## src/rtl/fifo_to_mem_if.sv

```systemverilog
// FIFO-read and memory-write signal bundle between the capture engine and its FIFO/memory controller.
// Master side is the capture engine: it pops the FIFO and issues burst-of-2 writes.
interface fifo_to_mem_if #(
  parameter int FIFO_DATA_WIDTH = 72,
  parameter int MEM_ADDR_WIDTH  = 19,
  parameter int MEM_DATA_WIDTH  = 36,
  parameter int MEM_BW_WIDTH    = 4
);
  logic                       fifo_rd_en;
  logic [FIFO_DATA_WIDTH-1:0] fifo_data;
  logic                       fifo_empty;
  logic                       mem_w_n;
  logic                       mem_wr_full;
  logic [MEM_ADDR_WIDTH-1:0]  mem_ad_wr;
  logic [MEM_DATA_WIDTH-1:0]  mem_dwl;
  logic [MEM_DATA_WIDTH-1:0]  mem_dwh;
  logic [MEM_BW_WIDTH-1:0]    mem_bwl_n;
  logic [MEM_BW_WIDTH-1:0]    mem_bwh_n;

  modport master (
    output fifo_rd_en,
    input  fifo_data,
    input  fifo_empty,
    output mem_w_n,
    input  mem_wr_full,
    output mem_ad_wr,
    output mem_dwl,
    output mem_dwh,
    output mem_bwl_n,
    output mem_bwh_n
  );

  modport slave (
    input  fifo_rd_en,
    output fifo_data,
    output fifo_empty,
    input  mem_w_n,
    output mem_wr_full,
    input  mem_ad_wr,
    input  mem_dwl,
    input  mem_dwh,
    input  mem_bwl_n,
    input  mem_bwh_n
  );
endinterface

```

## src/rtl/fifo_to_mem.sv

```systemverilog
// Drains a FWFT FIFO into sequential memory writes; pop in cycle N, write presented in N+1, one per cycle.
// Stalls losslessly on empty FIFO, full memory queue or missing calibration; stops at the address limit.
module fifo_to_mem #(
  parameter int FIFO_DATA_WIDTH  = 72,
  parameter int MEM_ADDR_WIDTH   = 19,
  parameter int MEM_DATA_WIDTH   = 36,
  parameter int MEM_BW_WIDTH     = 4,
  parameter int MEM_BURST_LENGTH = 2,
  parameter int MEM_ADDR_LOW     = 0,
  parameter int MEM_ADDR_HIGH    = 2**MEM_ADDR_WIDTH - 2
) (
  input  logic                      clk,
  input  logic                      rst_n,
  fifo_to_mem_if.master             bus,
  input  logic                      start_capture,
  input  logic                      sw_rst,
  input  logic                      cal_done,
  output logic [MEM_ADDR_WIDTH-1:0] mem_addr_high,
  output logic                      capture_done,
  output logic                      mem_full
);

  localparam int AW1 = MEM_ADDR_WIDTH + 1;
  localparam logic [MEM_ADDR_WIDTH:0] ADDR_LO = AW1'(MEM_ADDR_LOW);
  localparam logic [MEM_ADDR_WIDTH:0] ADDR_HI = AW1'(MEM_ADDR_HIGH);

  if (MEM_BURST_LENGTH != 2) begin : g_bad_burst
    $error("fifo_to_mem: MEM_BURST_LENGTH must be 2");
  end
  if (FIFO_DATA_WIDTH != 2 * MEM_DATA_WIDTH) begin : g_bad_width
    $error("fifo_to_mem: FIFO_DATA_WIDTH must be 2*MEM_DATA_WIDTH");
  end
  if (MEM_ADDR_HIGH < MEM_ADDR_LOW || MEM_ADDR_HIGH > 2**MEM_ADDR_WIDTH - 1) begin : g_bad_range
    $error("fifo_to_mem: address range invalid");
  end

  typedef enum logic [1:0] {
    S_IDLE,
    S_CAPTURE,
    S_DONE
  } state_t;

  typedef struct packed {
    logic [MEM_ADDR_WIDTH-1:0] addr;
    logic [MEM_DATA_WIDTH-1:0] dwh;
    logic [MEM_DATA_WIDTH-1:0] dwl;
  } wr_cmd_t;

  state_t                  state;
  logic [MEM_ADDR_WIDTH:0] wr_addr;
  wr_cmd_t                 wr_cmd;
  logic                    wr_n;
  logic                    slot;

  // One extra address bit lets wr_addr reach MEM_ADDR_HIGH+1 without wrapping.
  always_comb begin
    slot = rst_n && !sw_rst && (state == S_CAPTURE) && start_capture && cal_done &&
           !bus.fifo_empty && !bus.mem_wr_full && (wr_addr <= ADDR_HI);
  end

  always_ff @(posedge clk) begin
    if (!rst_n || sw_rst) begin
      state        <= S_IDLE;
      wr_addr      <= ADDR_LO;
      wr_n         <= 1'b1;
      wr_cmd       <= '0;
      capture_done <= 1'b0;
      mem_full     <= 1'b0;
    end else begin
      wr_n <= !slot;
      if (slot) begin
        wr_cmd.addr <= wr_addr[MEM_ADDR_WIDTH-1:0];
        wr_cmd.dwh  <= bus.fifo_data[FIFO_DATA_WIDTH-1:MEM_DATA_WIDTH];
        wr_cmd.dwl  <= bus.fifo_data[MEM_DATA_WIDTH-1:0];
        wr_addr     <= wr_addr + 1'b1;
      end
      case (state)
        S_IDLE: begin
          if (start_capture && cal_done) state <= S_CAPTURE;
        end
        S_CAPTURE: begin
          if (!start_capture) begin
            state        <= S_DONE;
            capture_done <= 1'b1;
          end else if (slot && (wr_addr == ADDR_HI)) begin
            state        <= S_DONE;
            capture_done <= 1'b1;
            mem_full     <= 1'b1;
          end
        end
        S_DONE: begin
          state <= S_DONE;
        end
        default: state <= S_IDLE;
      endcase
    end
  end

  assign bus.fifo_rd_en = slot;
  assign bus.mem_w_n    = wr_n;
  assign bus.mem_ad_wr  = wr_cmd.addr;
  assign bus.mem_dwh    = wr_cmd.dwh;
  assign bus.mem_dwl    = wr_cmd.dwl;
  assign bus.mem_bwl_n  = {MEM_BW_WIDTH{1'b0}};
  assign bus.mem_bwh_n  = {MEM_BW_WIDTH{1'b0}};
  assign mem_addr_high  = wr_addr[MEM_ADDR_WIDTH-1:0];

endmodule

```

## src/flat_wrapper.sv

```systemverilog
// flat-port wrapper written by rule: the top's interface ports become plain ports
module fifo_to_mem_flat 
#(
  parameter int FIFO_DATA_WIDTH  = 72,
  parameter int MEM_ADDR_WIDTH   = 19,
  parameter int MEM_DATA_WIDTH   = 36,
  parameter int MEM_BW_WIDTH     = 4,
  parameter int MEM_BURST_LENGTH = 2,
  parameter int MEM_ADDR_LOW     = 0,
  parameter int MEM_ADDR_HIGH    = 2**MEM_ADDR_WIDTH - 2
)
  (clk, rst_n, start_capture, sw_rst, cal_done, mem_addr_high, capture_done, mem_full, bus_fifo_rd_en, bus_fifo_data, bus_fifo_empty, bus_mem_w_n, bus_mem_wr_full, bus_mem_ad_wr, bus_mem_dwl, bus_mem_dwh, bus_mem_bwl_n, bus_mem_bwh_n);
  fifo_to_mem_if #(.FIFO_DATA_WIDTH(FIFO_DATA_WIDTH), .MEM_ADDR_WIDTH(MEM_ADDR_WIDTH), .MEM_DATA_WIDTH(MEM_DATA_WIDTH), .MEM_BW_WIDTH(MEM_BW_WIDTH)) bus_i ();
  input  logic clk;
  input  logic rst_n;
  input  logic start_capture;
  input  logic sw_rst;
  input  logic cal_done;
  output logic [MEM_ADDR_WIDTH-1:0] mem_addr_high;
  output logic capture_done;
  output logic mem_full;
  output wire logic [$bits(bus_i.fifo_rd_en)-1:0] bus_fifo_rd_en;
  input wire logic [$bits(bus_i.fifo_data)-1:0] bus_fifo_data;
  input wire logic [$bits(bus_i.fifo_empty)-1:0] bus_fifo_empty;
  output wire logic [$bits(bus_i.mem_w_n)-1:0] bus_mem_w_n;
  input wire logic [$bits(bus_i.mem_wr_full)-1:0] bus_mem_wr_full;
  output wire logic [$bits(bus_i.mem_ad_wr)-1:0] bus_mem_ad_wr;
  output wire logic [$bits(bus_i.mem_dwl)-1:0] bus_mem_dwl;
  output wire logic [$bits(bus_i.mem_dwh)-1:0] bus_mem_dwh;
  output wire logic [$bits(bus_i.mem_bwl_n)-1:0] bus_mem_bwl_n;
  output wire logic [$bits(bus_i.mem_bwh_n)-1:0] bus_mem_bwh_n;
  assign bus_fifo_rd_en = bus_i.fifo_rd_en;
  assign bus_i.fifo_data = bus_fifo_data;
  assign bus_i.fifo_empty = bus_fifo_empty;
  assign bus_mem_w_n = bus_i.mem_w_n;
  assign bus_i.mem_wr_full = bus_mem_wr_full;
  assign bus_mem_ad_wr = bus_i.mem_ad_wr;
  assign bus_mem_dwl = bus_i.mem_dwl;
  assign bus_mem_dwh = bus_i.mem_dwh;
  assign bus_mem_bwl_n = bus_i.mem_bwl_n;
  assign bus_mem_bwh_n = bus_i.mem_bwh_n;
  fifo_to_mem #(.FIFO_DATA_WIDTH(FIFO_DATA_WIDTH), .MEM_ADDR_WIDTH(MEM_ADDR_WIDTH), .MEM_DATA_WIDTH(MEM_DATA_WIDTH), .MEM_BW_WIDTH(MEM_BW_WIDTH), .MEM_BURST_LENGTH(MEM_BURST_LENGTH), .MEM_ADDR_LOW(MEM_ADDR_LOW), .MEM_ADDR_HIGH(MEM_ADDR_HIGH)) u_core (.clk(clk), .rst_n(rst_n), .bus(bus_i), .start_capture(start_capture), .sw_rst(sw_rst), .cal_done(cal_done), .mem_addr_high(mem_addr_high), .capture_done(capture_done), .mem_full(mem_full));
endmodule
```

## config.mk

```make
export PLATFORM = sky130hd
export DESIGN_NAME = fifo_to_mem_flat
export DESIGN_NICKNAME = d
export VERILOG_FILES = /design/src/rtl/fifo_to_mem_if.sv /design/src/rtl/fifo_to_mem.sv /design/src/flat_wrapper.sv
export SDC_FILE = /design/constraint.sdc
export NUM_CORES = 1
export LEC_CHECK = 0
export CAP_MARGIN = 20
export CORE_MARGIN = 2
export CORE_UTILIZATION = 46
export CTS_CLUSTER_SIZE = 10
export DETAILED_ROUTE_END_ITERATION = 16
export PLACE_DENSITY = 0.94
export REMOVE_ABC_BUFFERS = 1
export SLEW_MARGIN = 20
export SYNTH_ARGS = -nofsm -noshare
export SYNTH_HDL_FRONTEND = slang
export SYNTH_SLANG_ARGS = --single-unit
```

## constraint.sdc

```tcl
create_clock -name clk -period 6.35 [get_ports clk]
set_input_delay 1.905 -clock clk [delete_from_list [all_inputs] [get_ports clk]]
set_output_delay 1.905 -clock clk [all_outputs]
set_load 0.01 [all_outputs]
```

* Word-level counts from Yosys, hierarchy flattened
Index checks and enable logic that the tools add are counted.
** Storage, ports and cells
- Output and inout bits :: 122
- Word-level logic and storage cells :: 41
- Input bits :: 79
- Bits in registers :: 116
** Operators by class
- Equal/unequal tests :: 6
- Muxes and demuxes :: 6
- Add/sub/neg operators :: 1
- Order comparisons :: 1
- Reductions and logical operators :: 19
** Operators by type and width (count)
- adder 20 x 1 -> 20 bit, second input constant :: 1
- equality test 20 x 19 -> 1 bit, second input constant :: 1
- less-or-equal comparator 20 x 19 -> 1 bit, second input constant :: 1
- logical AND 1 bit :: 9
- 2-to-1 mux 2 bit :: 3
- case mux 2 bit (3 select lines) :: 1
- logical NOT 1 bit :: 5
- inequality test 2 x 1 -> 1 bit, second input constant :: 2
- AND reduction 2 bit :: 2
- inequality test 3 bit, second input constant :: 1
- AND reduction 3 bit :: 1
- equality test 2 x 1 -> 1 bit, second input constant :: 1
- equality test 2 bit, second input constant :: 1
- logical NOT 2 bit :: 1
- 2-to-1 mux 1 bit :: 2
- logical OR 1 bit :: 1

* Logic depth before layout (Yosys ltp)
- Depth in word-level cells :: 12
- Mapped depth :: 9
- Gate-level depth less buffers :: 8

* Worst setup path before layout
No wires, ideal clock.
- Path type :: input-to-output
- Start point :: input bus_fifo_empty
- End point :: output bus_fifo_rd_en
- Buffers on the path :: 1
- Arrival time :: 3.008 ns
- Cell stages on the path :: 5
- Slack :: 1.437 ns
- Data required time :: 4.445 ns
- Path through :: nor4b_2 -> nand2_1 -> a21o_4 -> inv_2 -> buf_1
** Between the ends
- Cells in the longest elaborated chain, start to end :: 4
** RTL lines
- start: declaration :: line flat_wrapper.sv:24 : input wire logic [$bits(bus_i.fifo_empty)-1:0] bus_fifo_empty;
- logical NOT 1 bit :: line fifo_to_mem.sv:58 : !bus.fifo_empty && !bus.mem_wr_full && (wr_addr <= ADDR_HI);
- logical AND 1 bit :: line fifo_to_mem.sv:57 : slot = rst_n && !sw_rst && (state == S_CAPTURE) && start_capture && cal_done &&
- logical AND 1 bit (2 in series) :: line fifo_to_mem.sv:58
- end: declaration :: line flat_wrapper.sv:22 : output wire logic [$bits(bus_i.fifo_rd_en)-1:0] bus_fifo_rd_en;
No other way between the ends.

* Worst setup path in the final report
- Start point :: input start_capture
- End point :: output bus_fifo_rd_en
** Between the ends
- Cells in the longest elaborated chain, start to end :: 5
** RTL lines
- start: declaration :: line flat_wrapper.sv:16 : input logic start_capture;
- logical AND 1 bit (3 in series) :: line fifo_to_mem.sv:57
- logical AND 1 bit (2 in series) :: line fifo_to_mem.sv:58
No other way between the ends.

==> reports/summary.json <==
{
  "antenna_found_initial": {"value": 0},
  "clkTransAtPathRegs": {"value": 0.06, "unit": "ns"},
  "final_common_cell": {"value": "nand2_1"},
  "cts_max_level": {"value": 4},
  "gr-usage-all-layers": {"value": 0.233},
  "port-buffer-count": {"value": 192},
  "async_set_or_reset_flop_fraction_in_the_synthesized_netlist": {"value": 0},
  "dieWidth": {"value": 105, "unit": "um"},
  "synth_seq_area_share": {"value": 0.498},
  "rsz0062_at_grt": {"value": "false"},
  "synth_area_leaders": {"value": "dfxtp_1 (50%), nand2_1 (16%), a21oi_1 (11%)"},
  "hold_sp": {"value": "u_core.bus.mem_dwl[17]$_SDFFE_PP0P_"},
  "run_status": {"value": "completed"},
  "boundaryPins": {"value": 201},
  "timing_worst_slew_pin_value": {"value": 1.06, "unit": "ns"},
  "diodes": {"value": 0},
  "cts_max_path_buffers": {"value": 2},
  "m1WireLength": {"value": 5280, "unit": "um"},
  "first_iter_violations": {"value": 283},
  "post-route-drc-count": {"value": 0},
  "worst_ep_arrival_time": {"value": 3.72, "unit": "ns"},
  "path_max_fanout": {"value": 7},
  "timing.reg2reg.worst_path_depth": {"value": 7},
  "post_cts_repair_resize_count": {"value": 0},
  "cts_setup_buffers": {"value": 0},
  "areaGrowthSynthToFinish": {"value": 51.5, "unit": "%"},
  "nets": {"value": 820},
  "fin_tns_setup": {"value": 0, "unit": "ns"},
  "fmax": {"value": 0.178, "unit": "GHz"},
  "num-fill-cells": {"value": 721},
  "hpwl": {"value": 8790, "unit": "um"},
  "final_max_slew_viol_count": {"value": 0},
  "r2r-end": {"value": "u_core.wr_addr[11]$_SDFFE_PP0P_"},
  "coreArea": {"value": 0.00982, "unit": "mm2"},
  "routabilityCongestion": {"value": 0.884},
  "layout.cells.most_common_list": {"value": "nand2_1 (196), clkdlybuf4s50_1 (192), dfxtp_1 (116)"},
  "min_period": {"value": 5.63, "unit": "ns"},
  "power.leakage": {"value": 2.31, "unit": "nW"},
  "normalized_max_slew_margin": {"value": 0.295},
  "pin_count_of_the_biggest_net_entering_global_routing": {"value": 116},
  "drt.antenna.violating_nets": {"value": 0},
  "netlist-cell-type-count": {"value": 44},
  "post_cts_hold_buffer_count": {"value": 0},
  "floorplan.die.height": {"value": 105, "unit": "um"},
  "wirelength": {"value": 13100, "unit": "um"},
  "cts.root.buffer_cell": {"value": "clkbuf_8"},
  "synth.avg_cell_area": {"value": 8.04, "unit": "um2"},
  "netlist_instances": {"value": 580},
  "multiInputGateArea": {"value": 0.00196, "unit": "mm2"},
  "fin_crit_sh": {"value": 0.886},
  "dieArea": {"value": 0.0110, "unit": "mm2"},
  "reg2reg_setup_slack": {"value": 3.15, "unit": "ns"},
  "synth-edff-count": {"value": 0},
  "via_count_of_the_first_global_routing_pass": {"value": 4308},
  "final_hold_viol_count": {"value": 0},
  "synth_top_area_share": {"value": 0.498},
  "min-delay-path-class": {"value": "reg2reg"},
  "power_density": {"value": 258, "unit": "mW/mm2"},
  "avgViaCountPerCell": {"value": 5.15},
  "setup.worst_path.class": {"value": "in2out"},
  "timing.hold.worst_path_depth": {"value": 2},
  "synthesis.yosys.warnings": {"value": 0},
  "maxCapViolations": {"value": 0},
  "route.detailed.wl_per_inst": {"value": 14.8, "unit": "um"},
  "post_route_cells_drive_above_1_share": {"value": 0.0561},
  "report.final.setup_viol": {"value": 0},
  "placement_rows": {"value": 36},
  "final.setup_skew": {"value": 0.00979, "unit": "ns"},
  "wl_met2": {"value": 6620, "unit": "um"},
  "synthDominantAreaCellType": {"value": "dfxtp_1"},
  "cts_tree": {"value": "built"},
  "cell_area_synth": {"value": 0.00466, "unit": "mm2"},
  "hold_path_end": {"value": "u_core.bus.mem_dwl[17]$_SDFFE_PP0P_"},
  "ir_drop": {"value": 0.163, "unit": "mV"},
  "route.met3.wl": {"value": 924, "unit": "um"},
  "cts_sinks": {"value": 116},
  "top_layer_used": {"value": "met4"},
  "register_area": {"value": 0.00232, "unit": "mm2"},
  "route.vias.total": {"value": 4543},
  "tritoncts.num_buffers": {"value": 17},
  "grt_overflow_total": {"value": 0},
  "insertion_delay": {"value": 0.49, "unit": "ns"},
  "reg2reg_from": {"value": "u_core.wr_addr[0]$_SDFFE_PP0P_"},
  "worstSetupStartpointType": {"value": "input pin"},
  "start_util": {"value": 0.475},
  "postSynthRegisterBits": {"value": 116},
  "grt_first_pass_wirelength": {"value": 21000, "unit": "um"},
  "critPathRequiredTime": {"value": 4.45, "unit": "ns"},
  "worst_setup_path_end_kind": {"value": "primary output"},
  "synthFlopType": {"value": "dfxtp_1"},
  "detail_route.first_pass.iterations": {"value": 6},
  "fin_util": {"value": 0.719}
}
## Yosys cell counts, types with 2 or more instances
| master | number |
|---|---|
| nand3_1 | 10 |
| a211oi_1 | 5 |
| o21ai_0 | 2 |
| a21oi_1 | 105 |
| a31oi_1 | 2 |
| or4_1 | 5 |
| and3_1 | 2 |
| and4_1 | 3 |
| o21ai_1 | 2 |
| clkbuf_1 | 22 |
| nand4_1 | 4 |
| nand2_1 | 196 |
| nand4b_1 | 3 |
| buf_4 | 37 |
| dfxtp_1 | 116 |
| o31ai_1 | 6 |
| inv_1 | 4 |
| nor2_1 | 18 |
| buf_2 | 4 |
| xnor2_1 | 6 |
| ha_1 | 5 |
## routing by layer
metal / vias to the layer above / track usage
li1: 2212 / -
met1: 2122 / 0.268
met2: 185 / 0.403
met3: 24 / 0.0674
met4: 0 / 0.0971
met5: - / 0
## critical path, stage by stage
cell	delay, ns
clkdlybuf4s50_1	0.56
and4b_1	0.25
nand2_1	0.19
a21o_4	0.25
inv_2	0.05
clkdlybuf4s50_1	0.52
## where the power goes
part / leakage [nW] / total, mW / switching [mW] / internal [mW]
Combinational: 1.07 / 0.0732 / 0.0260 / 0.0472
Clock: 0.308 / 1.02 / 0.331 / 0.687
Sequential: 0.934 / 0.729 / 0.000484 / 0.729
Total: 2.31 / 1.82 / 0.357 / 1.46
## worst max-delay path by stage
stage / startpoint / end / slack [ns] / cells after the start
2_1_floorplan: bus_fifo_empty / bus_fifo_rd_en / 0.73 / 4
3_3_place_gp: bus_fifo_empty / bus_fifo_rd_en / 0.82 / 6
3_5_place_dp: bus_fifo_empty / bus_fifo_rd_en / 0.73 / 6
4_1_cts: bus_fifo_empty / bus_fifo_rd_en / 0.73 / 6
5_1_grt: bus_fifo_empty / bus_fifo_rd_en / 0.52 / 6
6_report: start_capture / bus_fifo_rd_en / 0.72 / 6
## stage by stage
stage / area [um2] / hold WS (ns) / worst slack (ns) / instances / power (mW)
floorplan: 4290 / 0.454 / 0.733 / 522 / 0.761
global placement: 6400 / 0.441 / 0.816 / 849 / 0.814
finish: 7060 / 0.453 / 0.722 / 882 / 1.82
global route: 7060 / 0.470 / 0.515 / 882 / 1.87
CTS: 7040 / 0.455 / 0.733 / 881 / 1.84
detailed placement: 6400 / 0.446 / 0.730 / 849 / 0.816
## logic make-up (layout without fill, tap and decap cells)
family | after synthesis | after routing | synth area share
adder cells (fa/ha/maj) | 5 | 5 | 0.0134
buffers and inverters | 70 | 232 | 0.0888
AND/OR/NAND/NOR | 251 | 251 | 0.232
XOR/XNOR | 7 | 7 | 0.0131
other | 1 | 8 | 0.000804
flip-flops | 116 | 116 | 0.498
AO/OA/AOI/OAI | 130 | 130 | 0.154
## sequential cells by signal (all words and copies together) (netlist names)
| name | count |
|---|---|
| u_core.bus.mem_dwh | 36 |
| u_core.capture_done | 1 |
| u_core.bus.mem_w_n | 1 |
| u_core.state | 2 |
| u_core.bus.mem_ad_wr | 19 |
| u_core.wr_addr | 20 |
| u_core.mem_full | 1 |
| u_core.bus.mem_dwl | 36 |
## layout make-up
cell class / instances / share of cell area
inverter: 5 / 0.00266
clock inverter: 13 / 0.0292
multi-input combinational: 401 / 0.278
timing repair buffer: 195 / 0.277
sequential: 116 / 0.329
clock buffer: 19 / 0.0611
tap: 133 / 0.0236
No activity file was read; power rests on OpenSTA's default activity.
